### config.mk
export PLATFORM = sky130hd
export DESIGN_NAME = instr_fetch_queue
export DESIGN_NICKNAME = d
export VERILOG_FILES = /design/src/rtl/ifq_pkg.sv /design/src/rtl/ifq_fifo.sv /design/src/rtl/instr_fetch_queue.sv
export SDC_FILE = /design/constraint.sdc
export NUM_CORES = 1
export LEC_CHECK = 0
export BUFFER_PORTS_ARGS = -buffer_cell sky130_fd_sc_hd__buf_2
export CORE_MARGIN = 10
export CORE_UTILIZATION = 30
export DETAILED_ROUTE_END_ITERATION = 16
export GPL_TIMING_DRIVEN = 0
export PLACE_DENSITY = 0.46
export RECOVER_POWER = 50
export SYNTH_ARGS = -nofsm -noshare
export SYNTH_HDL_FRONTEND = slang
export SYNTH_SLANG_ARGS = --single-unit
### constraint.sdc
create_clock -name clk -period 8.85 [get_ports clk]
set_input_delay 1.77 -clock clk [delete_from_list [all_inputs] [get_ports clk]]
set_output_delay 1.77 -clock clk [all_outputs]
set_load 0.005 [all_outputs]
### src/rtl/ifq_pkg.sv
// ============================================================================
// Module   : ifq_pkg
// Purpose  : Shared types and constants for the instruction fetch queue.
// Revision : 1.0
// ============================================================================
`default_nettype none

package ifq_pkg;

    typedef logic [31:0] pc_t;

    localparam logic [31:0] RV_NOP = 32'h0000_0013;

    typedef enum logic [0:0] {
        FETCH = 1'b0,
        HALT  = 1'b1
    } ifq_state_e;

    typedef struct packed {
        logic [31:0] instr;
        pc_t         pc;
        logic        misaligned;
    } ifq_entry_t;

endpackage

`default_nettype wire

### src/rtl/ifq_fifo.sv
// ============================================================================
// Module   : ifq_fifo
// Purpose  : Circular FIFO with synchronous flush; a push in the flush cycle
//            lands in the emptied queue.
// Revision : 1.0
// ============================================================================
`default_nettype none

module ifq_fifo
    import ifq_pkg::*;
#(
    parameter int unsigned DEPTH = 4,
    parameter type         T     = ifq_entry_t
) (
    input  logic                         clk,
    input  logic                         rst_n,
    input  logic                         flush_i,
    input  logic                         push_i,
    input  T                             push_data_i,
    input  logic                         pop_i,
    output T                             head_o,
    output logic [$clog2(DEPTH+1)-1:0]   count_o
);

    localparam int unsigned AW = $clog2(DEPTH);
    localparam int unsigned CW = $clog2(DEPTH+1);

    T                mem_q [DEPTH];
    logic [AW-1:0]   rd_ptr_q;
    logic [AW-1:0]   wr_ptr_q;
    logic [CW-1:0]   count_q;
    logic [AW-1:0]   w_wr_idx;

    assign w_wr_idx = flush_i ? '0 : wr_ptr_q;

    always_ff @(posedge clk) begin
        if (push_i) begin
            mem_q[w_wr_idx] <= push_data_i;
        end
    end

    // Pointers are AW bits wide, so they wrap at DEPTH (a power of two).
    always_ff @(posedge clk or negedge rst_n) begin
        if (!rst_n) begin
            rd_ptr_q <= '0;
            wr_ptr_q <= '0;
            count_q  <= '0;
        end else if (flush_i) begin
            rd_ptr_q <= '0;
            wr_ptr_q <= AW'(push_i);
            count_q  <= CW'(push_i);
        end else begin
            rd_ptr_q <= rd_ptr_q + AW'(pop_i);
            wr_ptr_q <= wr_ptr_q + AW'(push_i);
            count_q  <= count_q + CW'(push_i) - CW'(pop_i);
        end
    end

    assign head_o  = mem_q[rd_ptr_q];
    assign count_o = count_q;

endmodule

`default_nettype wire

### src/rtl/instr_fetch_queue.sv
// ============================================================================
// Module   : instr_fetch_queue
// Purpose  : Fetch stage: issues imem requests, queues responses for decode,
//            flushes on redirect. IFQ_MISALIGN_TRAP_EN adds the misaligned trap.
// Revision : 1.0
// ============================================================================
`default_nettype none

module instr_fetch_queue
    import ifq_pkg::*;
#(
    parameter int unsigned DEPTH           = 4,
    parameter int unsigned MAX_OUTSTANDING = 2,
    parameter logic [31:0] RESET_PC        = 32'h0000_0000
) (
    input  logic        clk,
    input  logic        rst_n,
    output logic        imem_req_valid,
    input  logic        imem_req_ready,
    output logic [31:0] imem_req_addr,
    input  logic        imem_rsp_valid,
    input  logic [31:0] imem_rsp_data,
    input  logic        redirect_valid,
    input  logic [31:0] redirect_pc,
    output logic        instr_valid,
    input  logic        instr_ready,
    output logic [31:0] instr,
    output logic [31:0] instr_pc,
    output logic [31:0] instr_pc_plus4
`ifdef IFQ_MISALIGN_TRAP_EN
    ,
    output logic        instr_misaligned
`endif
);

    localparam int unsigned CW = $clog2(DEPTH+1);
    localparam int unsigned OW = $clog2(MAX_OUTSTANDING+1);

    ifq_state_e   state_q, state_d;
    pc_t          fetch_pc_q, fetch_pc_d;
    pc_t          rsp_pc_q, rsp_pc_d;
    logic [OW-1:0] out_q, out_d;
    logic [OW-1:0] drop_q, drop_d;

    logic         w_req_fire;
    logic         w_rsp_drop;
    logic         w_rsp_accept;
    logic         w_trap;
    logic         w_push;
    logic         w_pop;
    logic         w_head_valid;
    pc_t          w_redirect_pc;
    logic [31:0]  w_inflight;
    ifq_entry_t   w_push_entry;
    ifq_entry_t   w_head;
    logic [CW-1:0] w_count;

    assign w_redirect_pc = redirect_pc & 32'hFFFF_FFFC;

`ifdef IFQ_MISALIGN_TRAP_EN
    assign w_trap = redirect_valid && (redirect_pc[1:0] != 2'b00);
`else
    assign w_trap = 1'b0;
`endif

    // ---------------- FSM: state register ----------------
    always_ff @(posedge clk or negedge rst_n) begin
        if (!rst_n) begin
            state_q <= FETCH;
        end else begin
            state_q <= state_d;
        end
    end

    // ---------------- FSM: next state ----------------
    always_comb begin
        state_d = state_q;
        if (redirect_valid) begin
            state_d = w_trap ? HALT : FETCH;
        end
    end

    // ---------------- FSM: outputs ----------------
    // Credit covers queued entries plus in-flight requests, ignoring a same-cycle pop.
    assign w_inflight = 32'(w_count) + 32'(out_q);

    always_comb begin
        imem_req_valid = 1'b0;
        if (rst_n && !redirect_valid && (state_q == FETCH) &&
            (32'(out_q) < MAX_OUTSTANDING) && (w_inflight < DEPTH)) begin
            imem_req_valid = 1'b1;
        end
    end

    assign imem_req_addr = fetch_pc_q;
    assign w_req_fire    = imem_req_valid && imem_req_ready;
    assign w_rsp_drop    = imem_rsp_valid && (redirect_valid || (drop_q != '0));
    assign w_rsp_accept  = imem_rsp_valid && !w_rsp_drop;

    always_comb begin
        fetch_pc_d = fetch_pc_q;
        rsp_pc_d   = rsp_pc_q;
        out_d      = out_q;
        drop_d     = drop_q;
        if (w_req_fire) begin
            fetch_pc_d = fetch_pc_q + 32'd4;
        end
        if (w_rsp_accept) begin
            rsp_pc_d = rsp_pc_q + 32'd4;
        end
        case ({w_req_fire, imem_rsp_valid})
            2'b10:   out_d = out_q + OW'(1);
            2'b01:   out_d = out_q - OW'(1);
            default: out_d = out_q;
        endcase
        // Every response still in flight after a redirect belongs to the old path.
        if (redirect_valid) begin
            fetch_pc_d = w_redirect_pc;
            rsp_pc_d   = w_redirect_pc;
            drop_d     = out_d;
        end else if (imem_rsp_valid && (drop_q != '0)) begin
            drop_d = drop_q - OW'(1);
        end
    end

    always_ff @(posedge clk or negedge rst_n) begin
        if (!rst_n) begin
            fetch_pc_q <= RESET_PC;
            rsp_pc_q   <= RESET_PC;
            out_q      <= '0;
            drop_q     <= '0;
        end else begin
            fetch_pc_q <= fetch_pc_d;
            rsp_pc_q   <= rsp_pc_d;
            out_q      <= out_d;
            drop_q     <= drop_d;
        end
    end

    always_comb begin
        w_push_entry.instr      = imem_rsp_data;
        w_push_entry.pc         = rsp_pc_q;
        w_push_entry.misaligned = 1'b0;
        if (w_trap) begin
            w_push_entry.instr      = RV_NOP;
            w_push_entry.pc         = redirect_pc;
            w_push_entry.misaligned = 1'b1;
        end
    end

    assign w_push = w_rsp_accept || w_trap;

    ifq_fifo #(
        .DEPTH (DEPTH),
        .T     (ifq_entry_t)
    ) u_fifo (
        .clk         (clk),
        .rst_n       (rst_n),
        .flush_i     (redirect_valid),
        .push_i      (w_push),
        .push_data_i (w_push_entry),
        .pop_i       (w_pop),
        .head_o      (w_head),
        .count_o     (w_count)
    );

    assign w_head_valid   = (w_count != '0);
    assign instr_valid    = w_head_valid && !redirect_valid;
    assign w_pop          = instr_valid && instr_ready;
    assign instr          = w_head_valid ? w_head.instr : 32'd0;
    assign instr_pc       = w_head_valid ? w_head.pc    : 32'd0;
    assign instr_pc_plus4 = instr_pc + 32'd4 & {32{w_head_valid}};

`ifdef IFQ_MISALIGN_TRAP_EN
    assign instr_misaligned = w_head_valid ? w_head.misaligned : 1'b0;
`else
    logic w_unused_misaligned;
    assign w_unused_misaligned = w_head.misaligned;
`endif

endmodule

`default_nettype wire

==> impl.org, run 1 <==
** Timing
- Measured against its own limit, the worst slew margin works out to -54.35%.
- Number of hold violations in the final report :: 0
- Post-route fraction of the period consumed by the critical path :: 79.74%
- Actual slew at the worst max-slew pin :: 2.315 ns
- The number of max-slew violations in the final report came to 89.
- Setup clock skew after layout :: 0.01634 ns
- Total setup violations reported at the end of the flow :: 0
- The clock period could shrink to 7.057 ns.
- Peak Freq :: 0.1417 GHz
- Unrepaired setup endpoints after global routing :: false

** Place
- Inst Count DP :: 1770
- Port Buffers :: 190
- Summed over all nets, the half-perimeter wirelength after detailed placement is 29.26 mm.
- At the end of routability-driven placement, the weighted congestion stood at 0.8322.
- Post-placement cell area :: 16090 µm²

** Layout
- Final Net Count :: 1283
- Of the cells placed in the final design, the portion with a size suffix greater than 1 is 25.14%.
- The finished cells cover 17230 µm².
- Most common library cell in the layout ignoring fill and taps :: sky130_fd_sc_hd__edfxtp_1
- Leaving out filler cells and counting taps, the final layout contains 1832.
- Fillers :: 4524
- Area Overhead vs Synth :: 22.70%
- The repair_antennas step left the layout with diodes totalling 0.
- Commonest non-fill, non-tap cells in the layout :: sky130_fd_sc_hd__edfxtp_1, sky130_fd_sc_hd__buf_2, sky130_fd_sc_hd__clkbuf_1, sky130_fd_sc_hd__nand2_1, sky130_fd_sc_hd__dfrtp_1

** Drt
- Wire per inst :: 21.88 µm
- Before antenna repair, the detailed router went through 4 iterations.
- The detailed router finished its first iteration with 565 violations.
- The count of nets left with antenna violations once routing finished came out at 0.
- Using the TritonRoute via totals, the vias-per-cell ratio works out to 4.856.
- # DRC :: 0
- Routed via count :: 8896
- Wires add up to 40.08 mm.

** Worst setup path
- Max FO, Critical Path :: 10
- Req. time, crit path :: 7.08 ns
- The endpoint identified for the worst register-to-register timing path is drop_q[1]$_DFFE_PN0P_.
- Crit path arrival time :: 5.29 ns
- Crit. End Element :: output pin
- The startpoint identified for the worst register-to-register timing path is u_fifo.count_o[1]$_DFF_PN0_.
- Worst-case reg-to-reg path depth :: 12
- Startpoint kind of the worst setup timing path :: register
- Setup CP Type :: reg -> out
- Reg2Reg Setup Slack :: 5.02 ns

** Logic synthesis
- Post-Syn Area :: 14040 µm²
- Among all flip-flop cells after synthesis, the most frequent one is sky130_fd_sc_hd__edfxtp_1.
- In this run the mean area of a mapped cell was 14.80 µm².
- Yosys printed 0 warnings.
- Flip-flop and latch count after synthesis :: 319
- Yosys mapped the design onto 52 distinct sky130hd cell types.
- After synthesis, flip-flops and latches occupy 65.67% of the total area.
- Count of flip-flops with a built-in enable after synthesis :: 248
- Synthesized instance count :: 949
- Synth async-reset ratio :: 22.26%

** Job
- Max-cap violations in this run came to 3.

** Floorplanning
- Die outline area :: 55870 µm²
- FP Rows :: 79
- Floorplan die width :: 236.4 µm
- Die Y-Extent :: 236.4 µm
- During I/O placement, the number of pins put on the boundary was 200.
- Effective utilization at floorplan :: 30.23%
- Core box area :: 46460 µm²

** Clocking
- Clock-pin slew was measured on the worst setup and hold paths at 0.06 ns.
- Buffers inserted to repair hold after CTS numbered 0.
- Clock insertion delay at the later pin of the skew report :: 0.54 ns
- The tree is rooted in a sky130_fd_sc_hd__clkbuf_16.
- Counting along the longest clock path gives a buffer depth of 3.
- Clock tree from TritonCTS :: done
- H-tree levels :: 2
- Number of buffers inserted to repair setup after CTS :: 0
- CTS-repair resized insts :: 0
- Num CTS Buffers :: 37
- The tree built by TritonCTS fans out to 319 sinks.

** Global routing
- The total overflow left after global routing is 0.
- The first global-routing pass estimated 60.60 mm of wire.
- The via count of the first global-routing pass was 9430.
- For this run, the total global-route usage over all layers was measured as 14.10%.
- Antenna violations before repair :: 0
- Entering global routing, the biggest net connects 46 pins.

** Power and ir drop
- Final Power :: 4.432 mW
- Dividing total power by cell area gives a power density of 257.2 nW/µm².
- IR analysis of the VDD net gives a maximum drop of 0.0001261 V.
- Leakage power :: 6.200 nW

** Hold path
- The worst hold path terminates at out_q[1]$_DFF_PN0_.
- The worst hold path begins at out_q[1]$_DFF_PN0_.
- The path class of the tightest hold or removal check is reg -> reg.
- Counting instances, the worst hold path has a depth of 1.

** Run status
- Violations in the final reports :: max-capacitance violations, max-slew violations
- Run status :: finished, violations left
==> layer usage <==
layer  up-vias  track usage (%)  wire length (µm)
met5         -                0                 0
met4         0            3.204               660
met3        48            3.289              2115
met2       257            22.88             18790
met1      4472            18.76             18520
li1       4119                -                 -
==> area by class of cell <==
type | instances | area (µm²) | share of cell area [%]
Buffer | 46 | 226.5 | 1.314
Clock inverter | 14 | 231.5 | 1.343
Inverter | 13 | 48.80 | 0.2832
Tap cell | 607 | 759.5 | 4.407
Sequential cell | 319 | 9224 | 53.52
Timing Repair Buffer | 209 | 1155 | 6.702
Clock buffer | 48 | 1008 | 5.852
Multi-Input combinational cell | 576 | 4579 | 26.57
==> worst max path at each step <==
stage | start | to | slack (ns) | cells past startpoint
finish | u_fifo.count_o[1]$_DFF_PN0_ | instr_pc_plus4[22] | 1.79 | 12
global route | u_fifo.count_o[1]$_DFF_PN0_ | instr_pc_plus4[22] | 1.34 | 12
CTS | u_fifo.count_o[1]$_DFF_PN0_ | instr_pc_plus4[22] | 1.59 | 12
detailed placement | u_fifo.count_o[1]$_DFF_PN0_ | instr_pc_plus4[22] | 2.18 | 12
global placement | redirect_valid | u_fifo.mem_q[2][37]$_DFFE_PP_ | -3.18 | 4
floorplan | redirect_valid | u_fifo.mem_q[2][10]$_DFFE_PP_ | 1.52 | 4
==> state kept, by name, indices dropped and copies added (netlist names) <==
signal and cells:
u_fifo.count_o 3, out_q 2, imem_req_addr 30, u_fifo.mem_q 248, drop_q 2, u_fifo.rd_ptr_q 2, rsp_pc_q 30, u_fifo.wr_ptr_q 2
==> worst max-delay path, cell delays in order (launching register included) <==
cell and delay [ns]:
sky130_fd_sc_hd__dfrtp_1 0.49, sky130_fd_sc_hd__or3_1 0.34, sky130_fd_sc_hd__clkbuf_2 0.32, sky130_fd_sc_hd__clkbuf_1 0.69, sky130_fd_sc_hd__clkbuf_1 0.54, sky130_fd_sc_hd__and2_1 0.24, sky130_fd_sc_hd__ha_1 0.21, sky130_fd_sc_hd__nand2_1 0.15
sky130_fd_sc_hd__nor3_1 0.85, sky130_fd_sc_hd__nand2_1 0.10, sky130_fd_sc_hd__nor3_1 0.27, sky130_fd_sc_hd__mux2_2 0.37, sky130_fd_sc_hd__buf_2 0.15
==> cells by family after synthesis <==
family | count (synthesis) | share of synthesized area, %
AOI/OAI and AO/OA | 100 | 4.276
adders and majority gates | 11 | 1.033
xor gates and xnor gates | 63 | 3.929
and+or+nand+nor | 321 | 12.29
buffers and inverters | 59 | 1.960
other | 1 | 0.02670
muxes | 75 | 10.82
DFF | 319 | 65.67
==> synth_stat cells, types with 8 or more instances <==
cell	number	area share [%]
sky130_fd_sc_hd__a21oi_1	17	0.61
sky130_fd_sc_hd__a31oi_1	8	0.36
sky130_fd_sc_hd__and2_1	67	3.0
sky130_fd_sc_hd__and3_1	22	0.98
sky130_fd_sc_hd__and4_1	10	0.62
sky130_fd_sc_hd__buf_4	8	0.43
sky130_fd_sc_hd__clkbuf_1	27	0.72
sky130_fd_sc_hd__dfrtp_1	71	13
sky130_fd_sc_hd__edfxtp_1	248	53
sky130_fd_sc_hd__ha_1	10	0.89
sky130_fd_sc_hd__inv_1	12	0.32
sky130_fd_sc_hd__mux2_2	12	0.96
sky130_fd_sc_hd__mux4_2	55	8.8
sky130_fd_sc_hd__nand2_1	73	2.0
sky130_fd_sc_hd__nand3_1	27	0.96
sky130_fd_sc_hd__nand4_1	16	0.71
sky130_fd_sc_hd__nor2_1	63	1.7
sky130_fd_sc_hd__nor3_1	10	0.36
sky130_fd_sc_hd__o21ai_0	48	1.7
sky130_fd_sc_hd__o311ai_0	15	0.94
sky130_fd_sc_hd__xnor2_1	31	1.9
sky130_fd_sc_hd__xor2_1	32	2.0
==> report_power, final <==
part | switching, mW | internal [mW] | total [mW]
logic | 0.615 | 0.436 | 1.05
registers | 0.0857 | 1.72 | 1.81
clock network | 0.600 | 0.976 | 1.58
==> stage by stage <==
step / worst slack, ns / setup TNS, ns / hold WS [ns] / util, %
2_1_floorplan: 1.515 / 0 / 0.4811 / -
3_3_place_gp: -3.185 / -368.62 / 0.5189 / 33.95
3_5_place_dp: 2.182 / 0 / 0.5229 / 34.64
4_1_cts: 1.586 / 0 / 0.5349 / 37.31
5_1_grt: 1.343 / 0 / 0.5554 / 37.09
6_report: 1.793 / 0 / 0.5303 / 37.09
(Power assumes the default switching activity.)
==> inputs of run 2 (changes only) <==
PLACE_DENSITY = 0.48   (was 0.46)
clock period = 6.4 ns   (was 8.85 ns; I/O delays follow)
==> run 2 against run 1 <==
  * The run still ends with max-capacitance violations, max-slew violations left
  * Via count about the same
  * Core utilization down 0.26 points
  * Hold slack worse by 0.0073 ns
  * Die area unchanged
  * Sequential share of layout area up 0.37 points
  * Flip-flop and latch count unchanged
  * Final area down 0.69%
==> impl.org, run 2 (synthesis gave the netlist of run 1 again) <==
** Run status
- Run status :: finished, violations left (unchanged)
- Violations in the final reports :: max-capacitance violations, max-slew violations (unchanged)

** Drt
- Detailed router's first-iteration violation count :: 572 (was 565)
- # DRC :: 0 (unchanged)
- Met3 wire len :: 2.346 mm (was 2.115 mm)
- Met2 WL :: 17.79 mm (was 18.79 mm)
- The per-cell routed wire length came to 21.32 µm (was 21.88 µm).
- The count of antenna-violating nets left after detailed routing came to 0 (unchanged).
- The routed via count was 8898 (was 8896).
- The wire length the detailed router placed on met1 came to 17.87 mm (was 18.52 mm).
- Final routed wirelength across all metal layers :: 38.89 mm (was 40.08 mm)
- The count of TritonRoute iterations in the first routing pass was 5 (was 4).
- Top layer in use :: met4 (unchanged)
- Vias per cell :: 4.878 (was 4.856)

** Place
- The count of buffers inserted at the top-level ports was 190 (unchanged).
- The final RePlAce weighted congestion is 0.8414 (was 0.8322).
- HPWL Detailed :: 28.36 mm (was 29.26 mm)
- The cell area reported after detailed placement was 16110 µm² (was 16090 µm²).
- The instance count after placement with tap cells included was 1763 (was 1770).

** Worst setup path
- The data required time of the critical path was 5.12 ns (was 7.08 ns).
- Crit. End Element :: output pin (unchanged)
- The type of the worst setup path is reg -> out (unchanged).
- The most numerous cell type found on the critical path is sky130_fd_sc_hd__nand2_1.
- Max FO, Critical Path :: 19 (was 10)
- The launching element type of the critical path is a register (unchanged).
- Crit path largest cell delay :: 0.54 ns (was 0.85 ns)
- Highest-delay cell along the critical path :: sky130_fd_sc_hd__clkbuf_2 (was sky130_fd_sc_hd__nor3_1)
- Crit path arrival time :: 4.44 ns (was 5.29 ns)
- CP cell instances :: or3_1 -> clkbuf_2 -> clkbuf_1 -> and2_1 -> ha_1 -> nand2_1 -> nor3_2 -> nand2_1 -> nor3_1 -> mux2_2 -> buf_2 (was or3_1 -> clkbuf_2 -> clkbuf_1 -> clkbuf_1 -> and2_1 -> ha_1 -> nand2_1 -> nor3_1 -> nand2_1 -> nor3_1 -> mux2_2 -> buf_2)

** Floorplanning
- The standard-cell row count is 79 (unchanged).
- The core box area is 46460 µm² (unchanged).
- Effective utilization at floorplan :: 30.23% (unchanged)
- The die extent in y came to 236.4 µm (unchanged).
- I/O pin cnt :: 200 (unchanged)
- The die width is 236.4 µm (unchanged).
- Die outline area :: 55870 µm² (unchanged)

** Timing
- The tightest slew margin relative to the limit came to -17.74% (was -54.35%).
- Static timing analysis puts the maximum clock frequency at 0.1749 GHz.
- Unrepaired setup endpoints after global routing: false (unchanged).
- The total negative slack was 0 ns (unchanged).
- The number of max-slew violations in the final report is 13 (was 89).
- Total setup violations reported at the end of the flow :: 0 (unchanged)
- Post-route fraction of the period consumed by the critical path :: 89.33%
- The count of final hold-check violations was 0 (unchanged).
- Setup clock skew after layout :: 0.01710 ns (was 0.01634 ns)
- For the finished layout, the period the worst path requires is 5.717 ns.
- Actual slew at the worst max-slew pin :: 1.760 ns (was 2.315 ns)

** Clocking
- The post-CTS repair timing setup buffer count was 0 (unchanged).
- The clock tree from TritonCTS is done (unchanged).
- CTS Hold Bufs :: 0 (unchanged)
- Clock insertion delay at the later pin of the skew report :: 0.52 ns (was 0.54 ns)
- Clock slew seen by the registers of the worst setup and hold paths :: 0.06 ns (about the same)
- Clock net sink count :: 319 (unchanged)
- The maximum count of clock buffers along a single path came to 3 (unchanged).
- H-tree levels :: 2 (unchanged)
- The number of clock buffers inserted by TritonCTS is 36 (was 37).
- Root Driver :: sky130_fd_sc_hd__clkbuf_16 (unchanged)

** Power and ir drop
- The maximum VDD drop came to 0.0002073 V (was 0.0001261 V).
- Leakage power :: 6.084 nW (was 6.200 nW)
- The total power density per cell area is 344.1 nW/µm² (was 257.2 nW/µm²).

** Layout
- Area Overhead vs Synth :: 21.85% (was 22.70%)
- The post-layout instance count excluding filler cells was 1824 (was 1832).
- The register ranked first by flip-flop count is u_fifo.mem_q (unchanged).
- Final design area excluding fillers :: 17110 µm² (was 17230 µm²)
- Final Net Count :: 1274 (was 1283)
- The antenna diode count came to 0 (unchanged).
- The flip-flop count of the largest register, all copies and words added is 248 (unchanged).
- Commonest non-fill, non-tap cells in the layout: sky130_fd_sc_hd__edfxtp_1, sky130_fd_sc_hd__buf_2, sky130_fd_sc_hd__clkbuf_1, sky130_fd_sc_hd__nand2_1, sky130_fd_sc_hd__dfrtp_1 (unchanged).
- Most common library cell in the layout ignoring fill and taps :: sky130_fd_sc_hd__edfxtp_1 (unchanged)
- The final design utilization came to 36.84% (was 37.09%).
- Ratio of cells with drive above 1 in the final layout :: 23.42% (was 25.14%)

** Global routing
- The initial antenna violation count is 0 (unchanged).
- The pin count of the biggest net entering global routing was 55 (was 46).
- GRT Residual Overflow :: 0 (unchanged)
- The overall global routing resource usage is 13.57% (was 14.10%).
- First-pass GRT wire length :: 58.53 mm (was 60.60 mm)
- The via count of the first global-routing pass is 9163 (was 9430).

** Hold path
- The path category of the worst min-delay check is reg -> reg (unchanged).

** Job
- Total of max-cap violations :: 1 (was 3)
-- run 2: worst max-delay path, delay by kind of cell (launching register included) --
kind / cells / cell delay [ns]
AND/OR/NAND/NOR: 6 / 1.62
buffers and inverters: 3 / 1.20
flip-flops: 1 / 0.48
multiplexers: 1 / 0.37
adder cells (fa/ha/maj): 1 / 0.23
-- run 2: final timing paths --
check / start / to / slack (ns) / depth (start not counted)
worst max-delay path: u_fifo.count_o[1]$_DFF_PN0_ / instr_pc_plus4[22] / 0.68 / 11
worst min-delay path: out_q[1]$_DFF_PN0_ / out_q[1]$_DFF_PN0_ / 0.52 / 1
worst max register to register: u_fifo.count_o[1]$_DFF_PN0_ / drop_q[1]$_DFFE_PN0P_ / 2.63 / 12
worst min register to register: out_q[1]$_DFF_PN0_ / out_q[1]$_DFF_PN0_ / 0.52 / 1
max in group asynchronous: rst_n / drop_q[0]$_DFFE_PN0P_ / 4.54 / 2
min in group asynchronous: rst_n / imem_req_addr[30]$_DFFE_PN0P_ / 0.98 / 1
-- run 2: where the power goes --
group	leakage (nW)	switching, mW	internal [mW]	total [mW]
Sequential	3.10	0.117	2.38	2.49
Clock	0.539	0.796	1.14	1.94
Combinational	2.44	0.847	0.608	1.45
Total	6.08	1.76	4.13	5.89
-- run 2: final cells by class --
type	count	area, µm²
clock buffer	49	1012
buffer	45	222.7
inverter	13	48.80
sequential	319	9224
timing repair buffer	202	1164
clock inverter	13	86.33
fill	4540	29340
multi-input combinational	576	4597
tap	607	759.5
-- run 2: timing repair --
| item | in CTS | in global routing |
|---|---|---|
| endpoints found under the hold margin | 0 | 0 |
| resized for setup | 1 | 0 |
| endpoints found under the setup margin | 4 | 1 |
| gates cloned | 0 | 0 |
-- run 2: per-stage QoR --
step	hold WS (ns)	setup WS (ns)	total power [mW]
after floorplan	0.4811	1.619	3.285
after global placement	0.5088	-1.232	4.014
after detailed placement	0.5173	0.3920	4.052
after CTS	0.5272	0.1022	6.013
after global routing	0.5646	0.4246	6.209
final	0.5230	0.6832	5.888
-- run 2: metal layers --
layer  vias to the layer above  global-route usage, %
met5                         -                      0
met4                         0                  3.880
met3                        56                  3.150
met2                       280                  21.30
met1                      4460                  18.36
li1                       4102                      -
